$ cat config.mk
export PLATFORM = sky130hd
export DESIGN_NAME = cache_mem_arbiter
export DESIGN_NICKNAME = d
export VERILOG_FILES = /design/src/rtl/cache_mem_arbiter.sv
export SDC_FILE = /design/constraint.sdc
export NUM_CORES = 1
export LEC_CHECK = 0
export ABC_AREA = 1
export BUFFER_PORTS_ARGS = -buffer_cell sky130_fd_sc_hd__buf_2
export CAP_MARGIN = 20
export CORE_AREA = 2 2 543 545
export CTS_CLUSTER_DIAMETER = 100
export DETAILED_ROUTE_END_ITERATION = 16
export DIE_AREA = 0 0 545 547
export PLACE_DENSITY = 0.3
export SYNTH_ARGS = -nofsm -noshare
export SYNTH_HDL_FRONTEND = slang
export SYNTH_SLANG_ARGS = --single-unit
export TNS_END_PERCENT = 100
$ cat constraint.sdc
create_clock -name clk -period 27.7 [get_ports clk]
set_input_delay 4.155 -clock clk [delete_from_list [all_inputs] [get_ports clk]]
set_output_delay 4.155 -clock clk [all_outputs]
set_load 0.1 [all_outputs]
$ cat src/rtl/cache_mem_arbiter.sv
// Arbitrates the single cacheline memory path between icache and dcache.
// Data-side priority with a starvation counter that eventually forces an I grant.
module cache_mem_arbiter #(
  parameter int unsigned STARVE_LIMIT = 4
) (
  input  logic         clk,
  input  logic         rst,
  input  logic         i_read,
  input  logic [31:0]  i_address,
  output logic [255:0] i_rdata,
  output logic         i_resp,
  input  logic         d_read,
  input  logic         d_write,
  input  logic [31:0]  d_address,
  input  logic [255:0] d_wdata,
  output logic [255:0] d_rdata,
  output logic         d_resp,
  output logic         ca_read,
  output logic         ca_write,
  output logic [31:0]  ca_address,
  output logic [255:0] ca_wdata,
  input  logic [255:0] ca_rdata,
  input  logic         ca_resp
);

  typedef enum logic [1:0] {StIdle, StServeI, StServeD} state_e;

  localparam logic [3:0] StreakMax = 4'(STARVE_LIMIT);

  state_e         r_state, w_state_next;
  logic [3:0]     r_d_streak, w_d_streak_next;
  logic           r_ca_read, w_ca_read_next;
  logic           r_ca_write, w_ca_write_next;
  logic [31:0]    r_ca_address, w_ca_address_next;
  logic [255:0]   r_ca_wdata, w_ca_wdata_next;
  logic           w_d_req;
  logic           w_grant_d;
  logic           w_i_resp, w_d_resp;

  assign w_d_req   = d_read | d_write;
  // I only wins a tie once D has used up its streak allowance.
  assign w_grant_d = w_d_req & (~i_read | (r_d_streak != StreakMax));

  always_comb begin
    w_state_next      = r_state;
    w_d_streak_next   = r_d_streak;
    w_ca_read_next    = r_ca_read;
    w_ca_write_next   = r_ca_write;
    w_ca_address_next = r_ca_address;
    w_ca_wdata_next   = r_ca_wdata;
    w_i_resp          = 1'b0;
    w_d_resp          = 1'b0;
    case (r_state)
      StIdle: begin
        if (w_grant_d) begin
          w_state_next      = StServeD;
          // read+write together is resolved as a write-back
          w_ca_read_next    = d_read & ~d_write;
          w_ca_write_next   = d_write;
          w_ca_address_next = d_address;
          w_ca_wdata_next   = d_wdata;
          if (!i_read) begin
            w_d_streak_next = 4'd0;
          end else if (r_d_streak < StreakMax) begin
            w_d_streak_next = r_d_streak + 4'd1;
          end
        end else if (i_read) begin
          w_state_next      = StServeI;
          w_ca_read_next    = 1'b1;
          w_ca_write_next   = 1'b0;
          w_ca_address_next = i_address;
          w_d_streak_next   = 4'd0;
        end
      end
      StServeI: begin
        if (ca_resp) begin
          w_i_resp        = 1'b1;
          w_state_next    = StIdle;
          w_ca_read_next  = 1'b0;
          w_ca_write_next = 1'b0;
        end
      end
      StServeD: begin
        if (ca_resp) begin
          w_d_resp        = 1'b1;
          w_state_next    = StIdle;
          w_ca_read_next  = 1'b0;
          w_ca_write_next = 1'b0;
        end
      end
      default: w_state_next = StIdle;
    endcase
  end

  always_ff @(posedge clk or posedge rst) begin
    if (rst) begin
      r_state      <= StIdle;
      r_d_streak   <= 4'd0;
      r_ca_read    <= 1'b0;
      r_ca_write   <= 1'b0;
      r_ca_address <= 32'd0;
      r_ca_wdata   <= 256'd0;
    end else begin
      r_state      <= w_state_next;
      r_d_streak   <= w_d_streak_next;
      r_ca_read    <= w_ca_read_next;
      r_ca_write   <= w_ca_write_next;
      r_ca_address <= w_ca_address_next;
      r_ca_wdata   <= w_ca_wdata_next;
    end
  end

  assign ca_read    = r_ca_read;
  assign ca_write   = r_ca_write;
  assign ca_address = r_ca_address;
  assign ca_wdata   = r_ca_wdata;
  assign i_resp     = w_i_resp;
  assign d_resp     = w_d_resp;
  assign i_rdata    = ca_rdata;
  assign d_rdata    = ca_rdata;

endmodule

==> impl_metrics.yaml <==
power_and_ir_drop:
  power_w: 0.003812
  internal-power_w: 0.001301
  power_per_cell_area_nw_per_um2: 178.2
  swShare_pct: 65.87
  power_leakage_nw: 10.08
  irDropWorstVdd_uv: 106.0
  seq_power_share_pct: 20.1
  p_clk_share_pct: 16.8
  combPwrFrac_pct: 63.0
  switchingPower_w: 0.002511
timing:
  hold_viol: 0
  worst_slew_pin_slew_ns: 0.9448
  fin_hold_ws_ns: 0.4702
  fin_skew_ns: 0.03438
  post-route-period-util_pct: 33.81
  setup_tns_ns: 0
  rsz0062_at_grt: "no"
  worst_slack_ns: 18.34
  slew_headroom_pct: 37.01
  setup_violations: 0
  fmax_mhz: 106.8
  slew_viol_final: 0
  period_needed_ns: 9.364
route:
  wl_met1_um: 38470
  drt_wl_total_um: 164400
  drtAntennaViolNets: 0
  via_count: 13250
  routed.top_layer: "met5"
  met2_length_um: 71470
  dr_wl_met3_um: 47600
  drcViolationCount: 0
  wl_per_cell_um: 27.40
  viasPerCell: 2.207
  firstDrtPassIters: 4
  drtIter0Drc: 613
final_layout:
  area_growth_pct: 35.92
  finalInstanceArea_um2: 21390
  layout-drive-gt1-share_pct: 35.26
  nets: 2595
run:
  cap_violations: 0
worst_setup_path:
  crit_family: "buffers and inverters"
  cpPeakStageDelay_ns: 0.51
  crit_path_start_kind: "input port"
  crit_fanout: 3
  required_ns: 23.55
  worst-r2r-cell-count: 11
  crit_start: "ca_resp"
  crit_type: "input port to primary output"
  cp-end-kind: "primary output"
  crit_chain: "buf_2 -> nand2_1 -> inv_1 -> buf_2"
  cp.arrival_ns: 5.21
  critical_path_buf_inv_count: 3
  cpMostUsedCell: "buf_2"
  r2r_start: "r_d_streak[0]$_DFFE_PP0P_"
  critical_path_cell_count: 4
  slowest_stage: "buf_2"
die:
  pin_count: 1386
  dieArea_um2: 298100
  die_h_um: 547
  die_x_um: 545
  core_area_um2: 292600
  rows: 199
  start_util_pct: 5.378
synthesis:
  async_flop_share_pct: 100.0
  synth_fp_nets: 2498
  synth_ff_type: "dfrtp_1"
  synth_largest_area_cell: "dfrtp_1"
  netlist_area_um2: 15740
  synth-seq-cells: 296
  synthMostInstantiatedCell: "nand2_1"
  ys_seq_area_share_pct: 47.07
  synthDistinctLibCells: 19
  syn_area_per_cell_um2: 8.234
  synth_top_area_share_pct: 47.07
  synth_edf_count: 0
  ys_warn_count: 0
  syn_inst: 1911
  synth.area.top_cells: "dfrtp_1 47%, buf_4 25%, nand2_1 21%, buf_2 1.9%, nand3b_1 1.5%"
  synth_common_cells: "890 x nand2_1, 516 x buf_4, 296 x dfrtp_1, 59 x buf_2, 46 x inv_1"
cts:
  cts_tree: "built"
  clk_path_buf_depth: 3
  clk_latency_ns: 0.71
  cts_setup_buffers: 0
  root_buffer: "clkbuf_16"
  htree_levels: 2
  cts.clk_slew.worst_paths_ns: 0.05
  cts_made_buffers: 49
  ctsHoldBuffers: 0
  clock-sinks: 296
  cts_resized: 0
placement:
  gp_congestion: 0.7810
  post-place-ws_ns: 18.26
  port_buffers: 617
  dpl_cell_area_um2: 19640
  hpwl_um: 144900
global_route:
  antenna_found_initial: 157
  grt_pass1_vias: 13400
  grt_max_degree: 114
  grtUsageTotal_pct: 10.63
  grt_pass1_wl_um: 194600
  grt_overflow_total: 0
hold_path:
  min_path_type: "flop to flop"
  whs_path_depth: 2
  holdCritStartpoint: "ca_wdata[128]$_DFFE_PP0P_"
status:
  outcome: "finished clean"
placed cells by master (no fill, tap or decap), drive strengths merged, types with 5 or more instances in the layout:
| master | Yosys | layout |
|---|---|---|
| buf | 575 | 630 |
| nand2 | 893 | 893 |
| ha | 5 | 5 |
| clkbuf | 9 | 65 |
| dfrtp | 296 | 296 |
| diode | 0 | 37 |
| inv | 49 | 58 |
| nand3b | 32 | 32 |
| nand3 | 41 | 41 |
| nor2 | 6 | 6 |
| clkinv | 0 | 11 |
worst reg2reg max path, delay by kind of cell (launching register included):
kind / cells / cell delay (ns)
buffers and inverters: 5 / 2.58
adders and majority gates: 1 / 0.17
DFF: 1 / 0.39
and+or+nand+nor: 5 / 0.83
state kept, by name (all words and copies together) (netlist names):
name / flops
ca_wdata: 256
ca_address: 32
r_d_streak: 4
r_state: 2
ca_read: 1
ca_write: 1
cell type report:
type	count	area, um^2
antenna	37	92.59
clock buffer	65	1366
clock inverter	23	241.5
fill	34560	271200
inverter	49	198.9
multi-input combinational	982	3946
sequential	296	7407
tap	3919	4903
timing repair buffer	630	3231
layer usage:
metal  global-route usage, %  vias up
met4                   3.498      156
met1                   7.317     5768
met3                   14.03      416
met2                   16.36     1370
li1                        -     5536
met5                   1.026        -
through the flow:
stage          std cells  utilization [%]
3_5_place_dp        5874            6.713
6_report            6001            7.310
5_1_grt             5973            7.286
4_1_cts             5962            7.262
3_3_place_gp        5874            6.713
2_1_floorplan       1911                -
power by group through the flow:
stage	sequential (W)	combinational, W	clock, W
2_1_floorplan	0.00227	0.000712	0
3_3_place_gp	0.000773	0.00246	0
3_5_place_dp	0.000772	0.00246	0
4_1_cts	0.000771	0.00246	0.000683
5_1_grt	0.000795	0.00251	0.000692
6_report	0.000768	0.00240	0.000642
logic make-up (layout without fill, tap and decap cells):
kind of cell / count (synthesis) / in the layout / share of synthesized area [%]
simple gates: 975 / 975 / 24.59
other cells: 0 / 37 / 0
compound gates: 2 / 2 / 0.06355
fa+ha+maj: 5 / 5 / 0.3976
buf+inv: 633 / 767 / 27.88
flops: 296 / 296 / 47.07
final timing paths:
check | endpoint | slack (ns)
max in group asynchronous | ca_address[21]$_DFFE_PP0P_ | 22.54
max | i_resp | 18.34
max reg2reg | ca_wdata[190]$_DFFE_PP0P_ | 23.68
min | ca_wdata[128]$_DFFE_PP0P_ | 0.47
min in group asynchronous | ca_wdata[13]$_DFFE_PP0P_ | 3.65
min reg2reg | ca_wdata[128]$_DFFE_PP0P_ | 0.47
Note: power is estimated with default switching activity, not from simulation.
